===== src/rtl/ref_ramp_ctrl.sv =====
// Setpoint ramp controller: debounced up/down buttons with hold-to-repeat stepping a 4-digit BCD
// setpoint, plus a shadow copy that only updates at PWM period boundaries.
module ref_ramp_ctrl #(
  parameter int unsigned DEB_MS   = 20,
  parameter int unsigned HOLD_MS  = 500,
  parameter int unsigned REP_MS   = 100,
  parameter int unsigned FAST_MS  = 10,
  parameter int unsigned FAST_CNT = 10
) (
  input  logic        clk,
  input  logic        rst_n,
  input  logic        ce1ms,
  input  logic        btn_up,
  input  logic        btn_dn,
  input  logic        period_end,
  output logic [15:0] ref_bcd,
  output logic [15:0] ref_act,
  output logic        up,
  output logic        at_lim,
  output logic        busy
);

  typedef enum logic [1:0] {StIdle, StDeb, StHold, StRepeat} state_e;

  state_e      state_q, state_d;
  logic [15:0] ms_cnt_q, ms_cnt_d;
  logic [7:0]  rep_cnt_q, rep_cnt_d;
  logic        dir_q, dir_d;
  logic [15:0] ref_bcd_q, ref_bcd_d;
  logic [15:0] ref_act_q, ref_act_d;
  logic        up_q, up_d;
  logic        u_meta_q, u, d_meta_q, d;
  logic        held, other, step, sat;
  logic [15:0] lim;

  // Digit-serial BCD +1/-1 with carry/borrow; limits are handled by the caller.
  function automatic logic [15:0] bcd_step(input logic [15:0] v, input logic inc);
    logic [15:0] r;
    logic        c;
    r = v;
    c = 1'b1;
    for (int i = 0; i < 4; i++) begin
      if (c) begin
        if (inc) begin
          if (v[4*i +: 4] == 4'd9) begin
            r[4*i +: 4] = 4'd0;
          end else begin
            r[4*i +: 4] = v[4*i +: 4] + 4'd1;
            c = 1'b0;
          end
        end else begin
          if (v[4*i +: 4] == 4'd0) begin
            r[4*i +: 4] = 4'd9;
          end else begin
            r[4*i +: 4] = v[4*i +: 4] - 4'd1;
            c = 1'b0;
          end
        end
      end
    end
    return r;
  endfunction

  always_comb begin
    lim = 16'(DEB_MS - 1);
    case (state_q)
      StHold:   lim = 16'(HOLD_MS - 1);
      StRepeat: lim = (rep_cnt_q < 8'(FAST_CNT)) ? 16'(REP_MS - 1) : 16'(FAST_MS - 1);
      default:  lim = 16'(DEB_MS - 1);
    endcase
  end

  assign held = dir_q ? u : d;
  assign other = dir_q ? d : u;

  always_comb begin
    state_d   = state_q;
    ms_cnt_d  = ms_cnt_q;
    rep_cnt_d = rep_cnt_q;
    dir_d     = dir_q;
    step      = 1'b0;
    if (state_q == StIdle) begin
      if (u ^ d) begin
        dir_d    = u;
        ms_cnt_d = '0;
        state_d  = StDeb;
      end
    end else if (!held || other) begin
      // Release or conflicting press beats a coincident tick.
      state_d = StIdle;
    end else if (ce1ms) begin
      if (ms_cnt_q == lim) begin
        step     = 1'b1;
        ms_cnt_d = '0;
        case (state_q)
          StDeb:  state_d = StHold;
          StHold: begin
            state_d   = StRepeat;
            rep_cnt_d = '0;
          end
          default: begin
            if (rep_cnt_q < 8'(FAST_CNT)) rep_cnt_d = rep_cnt_q + 8'd1;
          end
        endcase
      end else begin
        ms_cnt_d = ms_cnt_q + 16'd1;
      end
    end
  end

  assign sat = dir_q ? (ref_bcd_q == 16'h9999) : (ref_bcd_q == 16'h0000);

  always_comb begin
    ref_bcd_d = ref_bcd_q;
    up_d      = up_q;
    if (step) begin
      up_d = dir_q;
      if (!sat) ref_bcd_d = bcd_step(ref_bcd_q, dir_q);
    end
    // Shadow takes the pre-step value when a step lands on a period boundary.
    ref_act_d = period_end ? ref_bcd_q : ref_act_q;
  end

  always_ff @(posedge clk) begin
    if (!rst_n) begin
      u_meta_q  <= 1'b0;
      u         <= 1'b0;
      d_meta_q  <= 1'b0;
      d         <= 1'b0;
      state_q   <= StIdle;
      ms_cnt_q  <= '0;
      rep_cnt_q <= '0;
      dir_q     <= 1'b0;
      ref_bcd_q <= '0;
      ref_act_q <= '0;
      up_q      <= 1'b0;
    end else begin
      u_meta_q  <= btn_up;
      u         <= u_meta_q;
      d_meta_q  <= btn_dn;
      d         <= d_meta_q;
      state_q   <= state_d;
      ms_cnt_q  <= ms_cnt_d;
      rep_cnt_q <= rep_cnt_d;
      dir_q     <= dir_d;
      ref_bcd_q <= ref_bcd_d;
      ref_act_q <= ref_act_d;
      up_q      <= up_d;
    end
  end

  assign ref_bcd = ref_bcd_q;
  assign ref_act = ref_act_q;
  assign up      = up_q;
  assign at_lim  = (ref_bcd_q == 16'h0000) || (ref_bcd_q == 16'h9999);
  assign busy    = (state_q != StIdle);

endmodule


===== config.mk =====
export PLATFORM = sky130hd
export DESIGN_NAME = ref_ramp_ctrl
export DESIGN_NICKNAME = d
export VERILOG_FILES = /design/src/rtl/ref_ramp_ctrl.sv
export SDC_FILE = /design/constraint.sdc
export NUM_CORES = 1
export LEC_CHECK = 0
export CAP_MARGIN = 40
export CELL_PAD_IN_SITES_DETAIL_PLACEMENT = 1
export CELL_PAD_IN_SITES_GLOBAL_PLACEMENT = 2
export CORE_ASPECT_RATIO = 0.6
export CORE_MARGIN = 2
export CORE_UTILIZATION = 33
export DETAILED_ROUTE_END_ITERATION = 16
export GPL_TIMING_DRIVEN = 0
export MAX_ROUTING_LAYER = met4
export PLACE_DENSITY = 0.9
export SLEW_MARGIN = 0
export SYNTH_ARGS = -nofsm -noshare
export SYNTH_HDL_FRONTEND = slang
export SYNTH_SLANG_ARGS = --single-unit

===== constraint.sdc =====
create_clock -name clk -period 2.6 [get_ports clk]
set_input_delay 0.26 -clock clk [delete_from_list [all_inputs] [get_ports clk]]
set_output_delay 0.26 -clock clk [all_outputs]
set_load 0.05 [all_outputs]

==> impl_results.md, run 1 <==
- Gp weighted congestion: 0.904
- Final Non-Filler Cells: roughly 660
- Share of synthesized flip-flops with an asynchronous set or reset: 0%
- Seq/Total Area, Yosys: between 30% and 40%
- TritonCTS buffer count: 9
- Reg2reg start: state_q[0]
- CP most frequent cell: inv_1
- Top_reg_cell synth: dfxtp_1
- Leading area contributor after synthesis: dfxtp_1
- Die width: 140 µm
- Vias in the first global route: 3665
- Synth area leaders: dfxtp_1, mux2i_1, nor2_1
- Syn avg cell area: 8.02 µm²
- Power Total: 2.35 mW
- Final WL: approximately 12 mm
- Top-count cell post-synth: dfxtp_1
- Ys Warns: 0
- Post-synth cell types: slightly above 70
- First-pass GRT wire length: approximately 19 mm
- Layout Skew: around 7.9 ps
- Worst setup endpoint: busy
- Die area: approximately 12000 µm²
- CP endpoint kind: primary output
- R2R depth: 10
- Initial antenna violation count: 0
- Clock buffer depth: 2
- CTS tree: yes
- Skew-Pair Late Insertion Delay: 340 ps
- Setup CP Type: reg -> out
- DRC: 0
- Core box area: around 11000 µm²
- Fin. max-slew vios: 0
- Die Y: 85.7 µm
- Period utilisation layout: roughly 95%
- Starting Density: 34.3%
- CP Depth: 5
- IO Port Bufs: 39
- Register bit count reported by yosys: 64
- Drt first pass iters: 4
- Status: complete, no violations
- Clock slew at reported path FFs: about 60 ps
- Critical Path Source Type: flop
- Place WS: -77.6 ps
- Placed insts: 636
- Synth Instances: roughly 460
- DR iter-0 viols: 225
- Max FO, Critical Path: 8
- Highest ir drop seen on vdd: 0.272 mV
- CP max stage delay: ~800 ps
- Final min period: between 2000 and 2500 ps
- Final antenna-violating net count: 0
- Worst Max-Slew Pin Slew: approximately 680 ps
- Critical path, cell by cell: inv_1 -> ha_1 -> clkbuf_1 -> inv_1 -> clkdlybuf4s50_1
- Critical Path AT: between 2000 and 2500 ps
- Layout cell share with drive strength beyond 1: 11.2%
- Max-Cap Viols: 0
- Util after Layout: roughly 43%
- Slew HR: 54.4%
- Yosys top cell area share: a little over a third
- Count of final hold-check violations: 0
- CP required: approximately 2300 ps
- Critical path startpoint: state_q[0]
- Routed wire per std cell: ~18 µm
- Critical path buffers and inverters: 4
- Row count: 29
- Setup slack, reg-to-reg: between 150 and 200 ps
- Reg-to-reg endpoint: ref_bcd[7]
- Boundary Pins: 41
- CTS root buf: clkbuf_16
- PD cells: a little over 500 nW/µm²
- Mapped Area: between 3000 and 4000 µm²
- Post-DP HPWL: ~8.8 mm
- WHS: ~450 ps
- Fmax: 407 MHz
- Ant diodes: 0
- Routed vias/inst: ~5.6
- Global route overflow: 0
- Final #Nets: ~530
- Post-synth EDFFs: 0
- Synth cell count leaders: dfxtp_1, nor2_1, nand2_1, mux2i_1, a21oi_1
- Sink Count: 64
- Final worst slack: 142 ps
- P_leak: approximately 1.6 nW
- Total GRT Usage: between 20% and 30%
- Crit-path slowest cell: clkdlybuf4s50_1
- Vias post-DR: 3653
- Syn nets: 470
- Setup violators final: 0
- Area grow syn2layout: 25.5%
- CTS H-Tree Depth: 3
- CP delay by family, top: buffers and inverters
- Post-CTS Hold Buffers: 0
- Tightest Hold Check Type: reg -> reg
- Pin count of the biggest net entering global routing: 14
## sequential cells by signal, summed over array words and instances, names as in the netlist
signal     flops
ms_cnt_q      16
up             1
rep_cnt_q      8
state_q        2
u_meta_q       1
ref_act       16
u              1
ref_bcd       16
d              1
d_meta_q       1
dir_q          1
## logic make-up (layout without fill, tap and decap cells)
group                    count (synthesis)  count (layout)  synth area share [%]
XOR/XNOR                                22              22                  5.24
flip-flops                              64              64                  34.9
AND/OR/NAND/NOR                        201             201                  29.1
multiplexers                            25              25                  6.81
adder cells (fa/ha/maj)                  6               6                  2.04
AO/OA/AOI/OAI                           90              90                  16.2
buffers and inverters                   50             111                  5.79
## report_power, final
group | internal [mW] | switching [mW] | total, mW
combinational | 0.0740 | 0.136 | 0.210
sequential | 0.988 | 0.00839 | 0.997
clock | 0.651 | 0.494 | 1.14
## through the flow
| stage | area, µm² | TNS (ps) |
|---|---|---|
| finish | 4610 | 0 |
| global route | 4610 | -24.8 |
| CTS | 4530 | 0 |
| detailed placement | 4240 | -150 |
| global placement | 4240 | -44.6 |
| floorplan | 3670 | 0 |
## final cells by class
| cell class | count | area, µm² |
|---|---|---|
| repair buffers | 45 | 433 |
| plain buffers | 33 | 153 |
| clock inverters | 7 | 55.1 |
| flip-flops and latches | 64 | 1280 |
| well taps | 139 | 174 |
| multi-input cells | 344 | 2230 |
| inverters | 17 | 63.8 |
| clock buffers | 9 | 225 |
| fillers | 1290 | 6090 |
## cells in the final DEF, fill, tap and decap left out, types with 7 or more instances in the layout
cell / n
dfxtp_1: 64
nor2_1: 62
nand2_1: 38
clkdlybuf4s50_1: 38
mux2i_1: 25
a21oi_1: 23
clkbuf_1: 21
nor3_1: 18
xnor2_1: 18
nand3_1: 17
inv_1: 16
o21ai_0: 16
clkbuf_16: 9
and2_1: 8
nor4_1: 7
## repair_timing
item / in CTS / in global routing
setup endpoints to repair: 12 / 23
pin swaps: 0 / 4
resized for setup: 8 / 11
endpoints found under the hold margin: 0 / 0
setup buffers: 0 / 6
## per-layer routing
layer / track usage (%) / wire length (µm) / vias to the layer above
met5: - / 0 / -
met1: 30.0 / 6060 / 1827
met3: 4.30 / 613 / 14
met2: 30.8 / 5140 / 74
met4: 5.69 / 140 / 0
li1: - / - / 1738
## worst min-delay path by stage
stage | start | endpoint | slack [ps] | depth (start not counted)
3_3_place_gp | u_meta_q | u | 430 | 1
2_1_floorplan | btn_dn | d_meta_q | 390 | 1
5_1_grt | d_meta_q | d | 470 | 1
6_report | d_meta_q | d | 450 | 1
3_5_place_dp | d_meta_q | d | 440 | 1
4_1_cts | d_meta_q | d | 450 | 1
(Power assumes the default switching activity.)
==> inputs of run 2 (changes only) <==
--- a/config.mk
+++ b/config.mk
@@ -11,6 +11,7 @@
 export CORE_ASPECT_RATIO = 0.6
 export CORE_MARGIN = 2
 export CORE_UTILIZATION = 33
+export CTS_CLUSTER_DIAMETER = 200
 export DETAILED_ROUTE_END_ITERATION = 16
 export GPL_TIMING_DRIVEN = 0
 export MAX_ROUTING_LAYER = met4
==> constraint.sdc (replaced) <==
create_clock -name clk -period 2.6 [get_ports clk]
set_input_delay 0.52 -clock clk [delete_from_list [all_inputs] [get_ports clk]]
set_output_delay 0.52 -clock clk [all_outputs]
set_load 0.05 [all_outputs]
==> impl_results.md, run 2 (synthesis gave the netlist of run 1 again) <==
- Status: complete, no violations
- Clock buffer depth: 2
- CP required: 2080 ps
- First-pass GRT wire length: 19.6 mm
- Initial antenna violation count: 0
- Clock slew at reported path FFs: ~50 ps
- Final Non-Filler Cells: between 600 and 700
- CTS H-Tree Depth: 3
- Setup violators final: 0
- Critical path, cell by cell: buf_4 -> or4_4 -> nor3_4 -> nand2b_1 -> a21oi_2 -> buf_6
- Die Y: between 80 and 90 µm
- CP max stage delay: 570 ps
- Skew-Pair Late Insertion Delay: 340 ps
- Reg-to-reg endpoint: ref_bcd[13]
- Final TNS setup: 0 ps
- Fmax: 396 MHz
- Hold Crit Endpoint: u
- Core box area: 10700 µm²
- Critical Path AT: ~2000 ps
- Crit-path slowest cell: or4_4
- CP endpoint kind: primary output
- Post-CTS Hold Buffers: 0
- Starting Density: 34.3%
- Max-Cap Viols: 0
- Cell Area, Placed: between 4000 and 5000 µm²
- Final #Nets: 522
- IO Port Bufs: 39
- Boundary Pins: 41
- CP delay by family, top: simple AND/OR/NAND/NOR gates
- Tightest Hold Check Type: reg -> reg
- Critical path buffers and inverters: 2
- Area grow syn2layout: 28.4%
- Post-DP HPWL: 8.70 mm
- Highest ir drop seen on vdd: between 0.3 and 0.4 mV
- Row count: 29
- Period utilisation layout: ~97%
- Pin count of the biggest net entering global routing: 12
- Placed insts: ~640
- P_leak: 1.69 nW
- Fin. max-slew vios: 0
- TritonCTS buffer count: 9
- CTS tree: yes
- Worst hold path depth: 1
- Reg2reg start: state_q[0]
- PD cells: ~570 nW/µm²
- Worst Max-Slew Pin Slew: slightly below 800 ps
- Hold path startpoint: u_meta_q
- Sink Count: 64
- Most frequent cells in the layout: dfxtp_1, nor2_1, nand2_1
- DR iter-0 viols: about 270
- Critical Path Source Type: flop
- Final WL: 11.9 mm
- Final antenna-violating net count: 0
- Count of final hold-check violations: 0
- Slew HR: a little under half
- Setup CP Type: reg -> out
- Setup slack, reg-to-reg: roughly 120 ps
- Most common cell after layout, fill and taps aside: dfxtp_1
- Drt first pass iters: 4
- CTS root buf: clkbuf_16
- Layout cell share with drive strength beyond 1: about an eighth
- Final min period: between 2000 and 3000 ps
- Ant diodes: 0
- Routed wire per std cell: between 15 and 20 µm
- WHS: roughly 450 ps
- Global route overflow: 0
- Die width: 140 µm
- Die area: approximately 12000 µm²
- Gp weighted congestion: 0.854
- Routed vias/inst: 5.44
- DRC: 0
- R2R depth: 9
- Vias post-DR: 3557
- Total GRT Usage: a little over a fifth
- Final cell area excluding filler cells: around 4700 µm²
- Layout Skew: approximately 4.4 ps
- Max FO, Critical Path: 10
- Vias in the first global route: 3619
run 2: cell types whose count changed in the layout (fill, tap and decap cells not counted), moves of 2 or more:
| cell | delta |
|---|---|
| bufinv_16 | +4 |
| clkbuf_1 | -3 |
| clkbuf_4 | -2 |
| clkinv_2 | +2 |
| clkinvlp_4 | -5 |
| inv_6 | -2 |
| or4_1 | -2 |
| or4_4 | +2 |
run 2: worst max path at each step:
stage                               to  cells after the start         from
final                           at_lim                      6  ref_bcd[15]
after global routing      ms_cnt_q[13]                      9   state_q[0]
after CTS                       at_lim                      6  ref_bcd[15]
after detailed placement        at_lim                      6  ref_bcd[11]
after global placement          at_lim                      6  ref_bcd[11]
after floorplan                 at_lim                      5  ref_bcd[15]
run 2: power breakdown:
part           switching (mW)  total (mW)  internal [mW]
logic                   0.131       0.200         0.0687
clock network           0.459        1.51           1.06
registers             0.00851       0.997          0.989
total                   0.599        2.71           2.11
run 2: metal layers:
metal	wire, µm	vias to the layer above	GRT usage (%)
met5	0	-	-
met4	109	0	5.88
met3	851	10	4.58
met2	4920	92	30.2
met1	6020	1738	31.2
li1	-	1717	-
run 2: metrics by stage:
stage,utilization [%],worst slack (ps),power (mW)
finish,44.1,75.2,2.71
global placement,39.6,-300,1.21
CTS,43.4,1.32,2.74
global route,44.1,-46.7,2.81
floorplan,-,39.1,1.15
detailed placement,39.6,-383,1.21
run 2: final cells by class:
cell class / count / area, µm²
Tap cell: 139 / 174
Timing Repair Buffer: 44 / 428
Fill cell: 1293 / 5990
Sequential cell: 64 / 1280
Clock inverter: 6 / 130
Clock buffer: 10 / 239
Inverter: 17 / 63.8
Buffer: 30 / 143
Multi-Input combinational cell: 344 / 2260
run 2: worst reg2reg max path, delay by kind of cell (launching register included):
family	cells	cell delay [ps]
AOI/OAI and AO/OA	3	1010
adders and majority gates	1	250
buffers and inverters	2	270
DFF	1	370
and+or+nand+nor	3	450
run 2: what timing repair did:
| action | 4_1_cts | 5_1_grt |
|---|---|---|
| endpoints found under the hold margin | 0 | 0 |
| setup endpoints to repair | 3 | 25 |
| gates resized for setup | 15 | 13 |
| pin swaps | 0 | 5 |
| setup buffers | 0 | 5 |
